[src/rtl/pc_branch_unit.sv]
// Program-counter / branch unit: sequential PC, two-cycle branch and jump
// resolution, link writes, and a circular return-address stack checker.
module pc_branch_unit #(
  parameter int unsigned     PC_W      = 32,
  parameter int unsigned     DATA_W    = 32,
  parameter logic [PC_W-1:0] RESET_PC  = '0,
  parameter int unsigned     RAS_DEPTH = 4,
  localparam int unsigned    CNT_W     = $clog2(RAS_DEPTH + 1)
) (
  input  logic              clk,
  input  logic              rst,
  input  logic              finish,
  input  logic [31:0]       opcode,
  input  logic [31:0]       flag,
  input  logic [PC_W-1:0]   alu_rd,
  output logic              pcir_cs,
  output logic [PC_W-1:0]   program_count,
  output logic              reg_we,
  output logic [4:0]        waddr,
  output logic [DATA_W-1:0] wdata,
  output logic              ras_valid,
  output logic              ras_hit,
  output logic [CNT_W-1:0]  ras_count
);

  localparam int unsigned PTR_W = (RAS_DEPTH > 1) ? $clog2(RAS_DEPTH) : 1;

  localparam logic [5:0] OP_SPECIAL = 6'b000000;
  localparam logic [5:0] OP_REGIMM  = 6'b000001;
  localparam logic [5:0] OP_J       = 6'b000010;
  localparam logic [5:0] OP_JAL     = 6'b000011;
  localparam logic [5:0] OP_BEQ     = 6'b000100;
  localparam logic [5:0] OP_BNE     = 6'b000101;
  localparam logic [5:0] OP_BLEZ    = 6'b000110;
  localparam logic [5:0] OP_BGTZ    = 6'b000111;
  localparam logic [5:0] FN_JR      = 6'b001000;
  localparam logic [5:0] FN_JALR    = 6'b001001;

  typedef enum logic {S_EXEC, S_RESOLVE} state_e;

  state_e              state_q, state_d;
  logic [PC_W-1:0]     pc_q, pc_d;
  logic [31:0]         instr_q, instr_d;
  logic                cs_q, cs_d;
  logic                we_q, we_d;
  logic [4:0]          waddr_q, waddr_d;
  logic [DATA_W-1:0]   wdata_q, wdata_d;
  logic                rv_q, rv_d;
  logic                rh_q, rh_d;
  logic [PTR_W-1:0]    ras_wr_q, ras_wr_d;
  logic [CNT_W-1:0]    ras_cnt_q, ras_cnt_d;
  logic [PC_W-1:0]     ras_mem [RAS_DEPTH];
  logic                ras_push, ras_pop, taken;

  logic [5:0]          ex_op, ex_fn, rs_op, rs_fn;
  logic                zero, sign;
  logic [PC_W-1:0]     pc_plus4, br_tgt, ex_jtgt, rs_jtgt;
  logic [PTR_W-1:0]    ras_top_idx, ras_next_idx;
  logic                unused_flag;

  assign ex_op    = opcode[31:26];
  assign ex_fn    = opcode[5:0];
  assign rs_op    = instr_q[31:26];
  assign rs_fn    = instr_q[5:0];
  assign zero     = flag[0];
  assign sign     = flag[4];
  assign unused_flag = ^{flag[31:5], flag[3:1]};

  assign pc_plus4 = pc_q + PC_W'(4);
  assign br_tgt   = pc_q + {{(PC_W-18){instr_q[15]}}, instr_q[15:0], 2'b00};
  assign ex_jtgt  = {pc_q[PC_W-1:28], opcode[25:0], 2'b00};
  assign rs_jtgt  = {pc_q[PC_W-1:28], instr_q[25:0], 2'b00};

  // Circular pointer arithmetic for non-power-of-two depths.
  assign ras_top_idx  = (ras_wr_q == '0) ? PTR_W'(RAS_DEPTH - 1) : ras_wr_q - PTR_W'(1);
  assign ras_next_idx = (ras_wr_q == PTR_W'(RAS_DEPTH - 1)) ? '0 : ras_wr_q + PTR_W'(1);

  always_comb begin
    state_d   = state_q;
    pc_d      = pc_q;
    instr_d   = instr_q;
    cs_d      = 1'b1;
    we_d      = 1'b0;
    waddr_d   = waddr_q;
    wdata_d   = wdata_q;
    rv_d      = 1'b0;
    rh_d      = 1'b0;
    ras_push  = 1'b0;
    ras_pop   = 1'b0;
    taken     = 1'b0;
    ras_wr_d  = ras_wr_q;
    ras_cnt_d = ras_cnt_q;

    case (state_q)
      S_EXEC: begin
        if (finish) begin
          cs_d    = 1'b0;
          instr_d = opcode;
          case (ex_op)
            OP_J: pc_d = ex_jtgt;
            OP_BEQ, OP_BNE, OP_BLEZ, OP_BGTZ, OP_REGIMM: state_d = S_RESOLVE;
            OP_JAL: begin
              state_d  = S_RESOLVE;
              we_d     = 1'b1;
              waddr_d  = 5'd31;
              wdata_d  = DATA_W'(pc_plus4);
              ras_push = 1'b1;
            end
            OP_SPECIAL: begin
              if (ex_fn == FN_JR) begin
                state_d = S_RESOLVE;
              end else if (ex_fn == FN_JALR) begin
                state_d  = S_RESOLVE;
                we_d     = 1'b1;
                waddr_d  = opcode[15:11];
                wdata_d  = DATA_W'(pc_plus4);
                ras_push = 1'b1;
              end else begin
                pc_d = pc_plus4;
              end
            end
            default: pc_d = pc_plus4;
          endcase
        end
      end
      S_RESOLVE: begin
        cs_d    = 1'b0;
        state_d = S_EXEC;
        case (rs_op)
          OP_BEQ:    taken = zero;
          OP_BNE:    taken = !zero;
          OP_BLEZ:   taken = sign || zero;
          OP_BGTZ:   taken = !sign && !zero;
          OP_REGIMM: taken = (instr_q[20:16] == 5'd1) ? !sign :
                             (instr_q[20:16] == 5'd0) ? sign : 1'b0;
          default:   taken = 1'b0;
        endcase
        pc_d = taken ? br_tgt : pc_plus4;
        if (rs_op == OP_JAL) begin
          pc_d = rs_jtgt;
        end else if (rs_op == OP_SPECIAL) begin
          pc_d = alu_rd;
          // Only JR $31 is treated as a return; the stack never steers the PC.
          if (rs_fn == FN_JR && instr_q[25:21] == 5'd31) begin
            rv_d = 1'b1;
            if (ras_cnt_q != '0) begin
              ras_pop = 1'b1;
              rh_d    = (ras_mem[ras_top_idx] == alu_rd);
            end
          end
        end
      end
      default: state_d = S_EXEC;
    endcase

    if (ras_push) begin
      ras_wr_d = ras_next_idx;
      if (ras_cnt_q != CNT_W'(RAS_DEPTH)) ras_cnt_d = ras_cnt_q + CNT_W'(1);
    end else if (ras_pop) begin
      ras_wr_d  = ras_top_idx;
      ras_cnt_d = ras_cnt_q - CNT_W'(1);
    end
  end

  always_ff @(posedge clk) begin
    if (rst) begin
      state_q   <= S_EXEC;
      pc_q      <= RESET_PC;
      instr_q   <= '0;
      cs_q      <= 1'b1;
      we_q      <= 1'b0;
      waddr_q   <= '0;
      wdata_q   <= '0;
      rv_q      <= 1'b0;
      rh_q      <= 1'b0;
      ras_wr_q  <= '0;
      ras_cnt_q <= '0;
    end else begin
      state_q   <= state_d;
      pc_q      <= pc_d;
      instr_q   <= instr_d;
      cs_q      <= cs_d;
      we_q      <= we_d;
      waddr_q   <= waddr_d;
      wdata_q   <= wdata_d;
      rv_q      <= rv_d;
      rh_q      <= rh_d;
      ras_wr_q  <= ras_wr_d;
      ras_cnt_q <= ras_cnt_d;
    end
  end

  // Stack storage needs no reset: entries are only read while counted valid.
  always_ff @(posedge clk) begin
    if (!rst && ras_push) ras_mem[ras_wr_q] <= pc_plus4;
  end

  assign pcir_cs       = cs_q;
  assign program_count = pc_q;
  assign reg_we        = we_q;
  assign waddr         = waddr_q;
  assign wdata         = wdata_q;
  assign ras_valid     = rv_q;
  assign ras_hit       = rh_q;
  assign ras_count     = ras_cnt_q;

endmodule

[config.mk]
export PLATFORM = sky130hd
export DESIGN_NAME = pc_branch_unit
export DESIGN_NICKNAME = d
export VERILOG_FILES = /design/src/rtl/pc_branch_unit.sv
export SDC_FILE = /design/constraint.sdc
export NUM_CORES = 1
export LEC_CHECK = 0
export CAP_MARGIN = 30
export CORE_UTILIZATION = 55
export CTS_CLUSTER_DIAMETER = 200
export DETAILED_ROUTE_END_ITERATION = 6
export PLACE_DENSITY = 0.8
export SYNTH_ARGS = -nofsm -noshare
export SYNTH_HDL_FRONTEND = slang
export SYNTH_SLANG_ARGS = --single-unit
[constraint.sdc]
create_clock -name clk -period 4.1 [get_ports clk]
set_input_delay 0.82 -clock clk [delete_from_list [all_inputs] [get_ports clk]]
set_output_delay 0.82 -clock clk [all_outputs]
set_load 0.02 [all_outputs]
== After elaboration in Yosys (flattened, before gate mapping) ==
Memory sizes are Yosys's and may differ from the RTL's.
Index checks and enable logic that the tools add are counted.
Word-level totals
  RAM bits: 128
  bits of input ports: 99
  bits in registers: 111
  latch bits: 0
  output and inout bits: 76
  memories kept: 1
  ROM bits: 0
  word-level logic and storage cells: 119
Memories
  ras_mem: depth 4, bits a word 32, rd ports 1, clocked after memory_dff 0, wr ports 1, line 52  | logic [PC_W-1:0] ras_mem [RAS_DEPTH];
Operators by class
  bitwise gates (word level): 4
  multiply operators: 0
  shifts and indexed selects: 0
  equal/unequal tests: 30
  add/sub/neg operators: 6
  mux-type cells: 44
  magnitude comparators: 0
  reduce and logical (&&, ||, !) cells: 22
  div/mod/pow operators: 0
Operator list (count)
  32-bit 2-to-1 mux: 8
  32-bit case mux with 2 select lines: 2
  32-bit case mux with 3 select lines: 1
  6-bit by 3-bit == test with 1-bit output, second input constant: 8
  32-bit by 3-bit adder with 32-bit output, second input constant: 1
  32-bit adder: 1
  32-bit == test: 1
  6-bit by 2-bit == test with 1-bit output, second input constant: 3
  6-bit by 4-bit == test with 1-bit output, second input constant: 3
  1-bit 2-to-1 mux: 18
  6-bit by 1-bit == test with 1-bit output, second input constant: 2
  6-bit logical NOT: 2
  2-bit != test, second input constant: 6
  6-bit OR reduction: 2
  5-bit 2-to-1 mux: 2
  5-bit case mux with 2 select lines: 1
  3-bit 2-to-1 mux: 3
  3-bit != test, second input constant: 3
  2-bit 2-to-1 mux: 4
  1-bit case mux with 2 select lines: 4
  6-bit AND reduction: 1
  5-bit by 1-bit == test with 1-bit output, second input constant: 1
  5-bit == test, second input constant: 1
  5-bit logical NOT: 1
  other kinds (18): 27

== Longest topological paths before layout ==
  depth after elaboration: 9
  mapped depth: 14

== Worst setup path before layout ==
No wires, ideal clock.
  kind: flip-flop to flip-flop
  start: register ras_wr_q[0]
  end: register rh_q (netlist: ras_hit)
  path slack: 0.920 ns
  arrival time: 3.120 ns
  stages on the path, launching flop included: 14
  cell sequence: dfxtp_1 clkbuf_1 clkbuf_1 inv_1 ha_1 nor2b_1 buf_2 mux2_2 o21ai_0 xnor2_1 nor4_1 nand4_1 nor4_1 and3_1
On the way
  longest elaborated chain between the ends: 4
  elaborated cells on any way between the ends: 5
  classes of those cells: add/sub (1); eq/ne (1); mux (1); reduce/logical (1); memory (1)
Ends and longest elaborated chain
  start, declared: line 50  | logic [PTR_W-1:0] ras_wr_q, ras_wr_d;
  start signal, assigned: line 188  | ras_wr_q <= ras_wr_d;
  2-bit by 1-bit subtractor with 2-bit output or 2-bit logical NOT (tied branches): line 75  | assign ras_top_idx = (ras_wr_q == '0) ? PTR_W'(RAS_DEPTH - 1) : ras_wr_q - PTR_W'(1);
  2-bit 2-to-1 mux (*): line 75
  memory 4 x 32 bit (*)
  32-bit == test (*): line 148  | rh_d = (ras_mem[ras_top_idx] == alu_rd);
  end signal, assigned: line 187  | rh_q <= rh_d;
  end, declared: line 49  | logic rh_q, rh_d;
Every way passes the cells marked *; elsewhere a longest branch is shown, timed or not.
A chain may end at the register's enable or synchronous reset.

== Final worst setup path ==
  start: register pc_q[2] (netlist: program_count[2])
  end: register pc_q[26] (netlist: program_count[26])
On the way
  longest elaborated chain between the ends: 6
  elaborated cells on any way between the ends: 10
  classes of those cells: add/sub (2); mux (8)
Ends and longest elaborated chain
  start, declared: line 42  | logic [PC_W-1:0] pc_q, pc_d;
  start signal, assigned: line 180  | pc_q <= pc_d;
  32-bit by 3-bit adder with 32-bit output: line 69  | assign pc_plus4 = pc_q + PC_W'(4);
  32-bit 2-to-1 mux: line 112  | end else if (ex_fn == FN_JALR) begin
  32-bit 2-to-1 mux: line 110  | if (ex_fn == FN_JR) begin
  32-bit case mux with 3 select lines: line 99  | case (ex_op)
  32-bit 2-to-1 mux: line 96  | if (finish) begin
  32-bit case mux with 2 select lines (*): line 94  | case (state_q)
Every way passes the cells marked *; elsewhere a longest branch is shown, timed or not. The select of a mux whose other input is x is not followed.

==> flow_metrics.tcl <==
set metrics [dict create \
    cellPowerDensity_mw_per_mm2 376 \
    ant_nets 0 \
    synth_compound_area_share_pct 18.7 \
    start_kind "flip-flop" \
    fillers 1691 \
    worstSkewPairLatency_ns 0.51 \
    clockBufferDepth 3 \
    cp_data_required_time_ns 4.48 \
    synth_top_family_by_area "compound AO/OA/AOI/OAI gates" \
    cts_tree "done" \
    die_area_mm2 0.0232 \
    synthCells 1286 \
    run_status "complete, but fails checks" \
    path_cells "buf_4 -> ha_1 -> fa_1 -> a211oi_1 -> o31a_1 -> a211oi_1 -> o21ai_0 -> a21oi_1 -> o41ai_1 -> a211o_1 -> a211oi_1" \
    multi_input_area_mm2 0.00596 \
    hp-class "reg -> reg" \
    clk_pin_slew_ns 0.06 \
    h-tree-depth 1 \
    rr_startpoint "program_count[2]" \
    drv_cap 0 \
    vias 11000 \
    ys_seq_area_share_pct 48.8 \
    vias_per_cell 6.41 \
    cp-endpoint "program_count[26]" \
    ir_drop_v 0.000266 \
    p_int_mw 4.25 \
    seqPwrFrac_pct 46.6 \
    cts_setup_buffers 0 \
    critPathMaxStageDelay_ns 0.52 \
    grt_max_degree 43 \
    area_growth_pct 21.4 \
    track_usage_pct 33.4 \
    fmax_mhz 296 \
    synth_edf_count 128 \
    synth_xor_area_share_pct 5.99 \
    worst-path-buf-inv 1 \
    slew_violations 0 \
    register_area_mm2 0.00607 \
    yosysWarnings 0 \
    crit_cells 11 \
    crit_family "compound AO/OA/AOI/OAI gates" \
    dp.cells 1670 \
    ff2ff_path_depth 11 \
    switching_power_mw 1.43 \
    period_share_pct 82.5 \
    fin_skew_ns 0.00764 \
    crit_path_start "program_count[2]" \
    antenna_found_initial 0 \
    fp.dieH_um 152 \
    criticalPathCategory "reg -> reg" \
    n_antenna_cell 0 \
    drc 7 \
    async_flop_share_pct 0 \
    synth_ff_type "edfxtp_1" \
    hold_viol_final 0 \
    worst_pin_slew_ns 0.955 \
    fin_cells 1714 \
    cts_num_sinks 239 \
    drive_gt1_share_pct 6.76 \
    switching_share_pct 25.2 \
    yosys.cell_types.count 71 \
    grt_pass1_vias 10300 \
    globalplace.congestion 0.975 \
    core_area_mm2 0.0220 \
    timing.rr.end "program_count[26]" \
    dp_hpwl_um 28100 \
    cp_max_fo 8 \
    cts_buffers 24 \
    power_leakage_nw 5.36 \
    rsz0062_at_grt "false" \
    initial_utilization_pct 56.5 \
    worst-r2r-setup-slack_ns 0.72 \
    period_minus_slack_ns 3.38 \
    tns_ns 0 \
    wl_per_cell_um 22.8 \
    critical_path.endpoint_type "flip-flop" \
    io_pins 175 \
    ys_ff_latch 239 \
    grt_pass1_wl_um 59500 \
    portBuffers 144 \
    synth_area_per_cell_um2 9.67 \
    p_clk_share_pct 40.7 \
    power.share.combinational_pct 12.8 \
    slew_headroom_pct 36.3 \
    synth_fa_ha_area_share_pct 3.74 \
    cts_resized 0 \
    drt-total-wl_um 39100 \
    ctsHoldBuffers 0 \
    grt_overflow 0 \
    arrival_ns 3.76 \
    row_count 54 \
    netlist_area_mm2 0.0124 \
    fp.dieW_um 152 \
    cp_common_cell "a211oi_1" \
    finalSetupViolCount 0 \
    synthSimpleGateAreaFrac_pct 16.0 \
    drt_iter0_drc 1397 \
    critPathSlowestCell "o41ai_1" \
    layout.nets 1551 \
    violations "design-rule violations" \
    synth_mux_area_share_pct 3.36 \
    root_buffer "clkbuf_16" \
    syn_nets 1421 \
    firstDrtPassIters 7 \
]
cells in the mapped netlist, types with 5 or more instances:
cell type	number	share of area, %
a211oi_1	81	4.9
a21o_1	13	0.78
a21oi_1	113	4.5
a221oi_1	12	0.85
a222oi_1	8	0.64
a311oi_1	8	0.56
a31oi_1	9	0.45
and2_1	10	0.50
and3_1	9	0.45
and4_1	6	0.42
buf_1	5	0.15
buf_2	8	0.32
clkbuf_1	61	1.8
dfxtp_1	111	18
edfxtp_1	128	31
ha_1	34	3.4
inv_1	32	0.97
mux2i_1	35	2.8
nand2_1	146	4.4
nand2b_1	6	0.30
nand3_1	24	0.97
nand4_1	14	0.70
nor2_1	126	3.8
nor2b_1	31	1.6
nor3_1	29	1.2
nor4_1	6	0.30
o211ai_1	12	0.72
o21ai_0	44	1.8
o21bai_1	6	0.36
xnor2_1	58	4.1
xor2_1	27	1.9
registers in the layout, indices dropped and copies added, names as in the netlist:
register / flops
instr_q: 32
pcir_cs: 1
program_count: 32
ras_count: 3
ras_hit: 1
ras_mem: 128
ras_valid: 1
ras_wr_q: 2
reg_we: 1
state_q: 1
waddr: 5
wdata: 32
kinds of logic (layout without fill, tap and decap cells):
family,Yosys count,after routing
fa+ha+maj,36,36
mux,40,40
xor+xnor,85,85
flops,239,239
compound gates,350,350
buf+inv,109,257
simple gates,427,427
metal layers:
| metal | up-vias | GRT usage (%) | part of all wire [%] |
|---|---|---|---|
| met2 | 702 | 53.2 | 46 |
| met1 | 5191 | 46.0 | 39 |
| li1 | 4998 | - | - |
| met4 | 0 | 15.0 | 4.4 |
| met5 | - | 0 | 0 |
| met3 | 97 | 3.75 | 11 |
worst min path at each step:
stage                     start           to  slack (ns)  depth (start not counted)
CTS                    waddr[4]     waddr[4]        0.46                          2
global route           waddr[4]     waddr[4]        0.48                          2
floorplan           instr_q[21]  instr_q[21]        0.45                          2
detailed placement     waddr[0]     waddr[0]        0.45                          2
finish                 waddr[4]     waddr[4]        0.46                          2
global placement       waddr[2]     waddr[2]        0.44                          2
power by group through the flow:
stage | logic [mW] | clock network (mW) | registers (mW)
floorplan | 0.368 | 0 | 2.71
global placement | 0.683 | 0 | 2.69
detailed placement | 0.697 | 0 | 2.69
CTS | 0.704 | 2.31 | 2.64
global route | 0.767 | 2.40 | 2.65
finish | 0.724 | 2.31 | 2.64
worst reg2reg max path, cell delays in order, from the launching register on:
cell and delay [ns]:
dfxtp_1 0.30, buf_4 0.17, ha_1 0.26, fa_1 0.45, a211oi_1 0.29, o31a_1 0.29
a211oi_1 0.17, o21ai_0 0.43, a21oi_1 0.13, o41ai_1 0.52, a211o_1 0.20, a211oi_1 0.06
cells in the final DEF (no fill, tap or decap), types with 8 or more instances in the layout:
| cell type | instances |
|---|---|
| nor2b_1 | 29 |
| dfxtp_1 | 110 |
| nand4_1 | 14 |
| a211oi_1 | 81 |
| nor2_1 | 126 |
| o21ai_0 | 44 |
| nand3_1 | 24 |
| nand2_1 | 146 |
| and3_1 | 9 |
| o211ai_1 | 12 |
| xor2_1 | 27 |
| clkbuf_16 | 25 |
| a21oi_1 | 113 |
| xnor2_1 | 58 |
| a222oi_1 | 8 |
| mux2i_1 | 35 |
| nor3_1 | 29 |
| buf_4 | 33 |
| a221oi_1 | 12 |
| a21o_1 | 13 |
| inv_1 | 32 |
| ha_1 | 33 |
| edfxtp_1 | 128 |
| a311oi_1 | 8 |
| and2_1 | 10 |
| clkdlybuf4s50_1 | 143 |
| a31oi_1 | 8 |
through the flow:
| step | total power [mW] | utilization, % | hold slack [ns] | cell area (um^2) | setup WS, ns |
|---|---|---|---|---|---|
| 4_1_cts | 5.65 | 68.5 | 0.458 | 15100 | 0.781 |
| 2_1_floorplan | 3.08 | - | 0.446 | 12400 | 0.920 |
| 3_5_place_dp | 3.39 | 64.8 | 0.449 | 14300 | 0.569 |
| 6_report | 5.67 | 68.5 | 0.458 | 15100 | 0.719 |
| 5_1_grt | 5.82 | 68.5 | 0.484 | 15100 | 0.585 |
| 3_3_place_gp | 3.37 | 64.8 | 0.441 | 14300 | 0.590 |
cell type report:
class	count	area share, %
Clock inverter	13	1.13
Sequential cell	239	40.2
Tap cell	280	2.32
Clock buffer	31	4.36
Multi-Input combinational cell	938	39.5
Timing Repair Buffer	180	11.7
Inverter	33	0.821
Note: power is estimated with default switching activity, not from simulation.
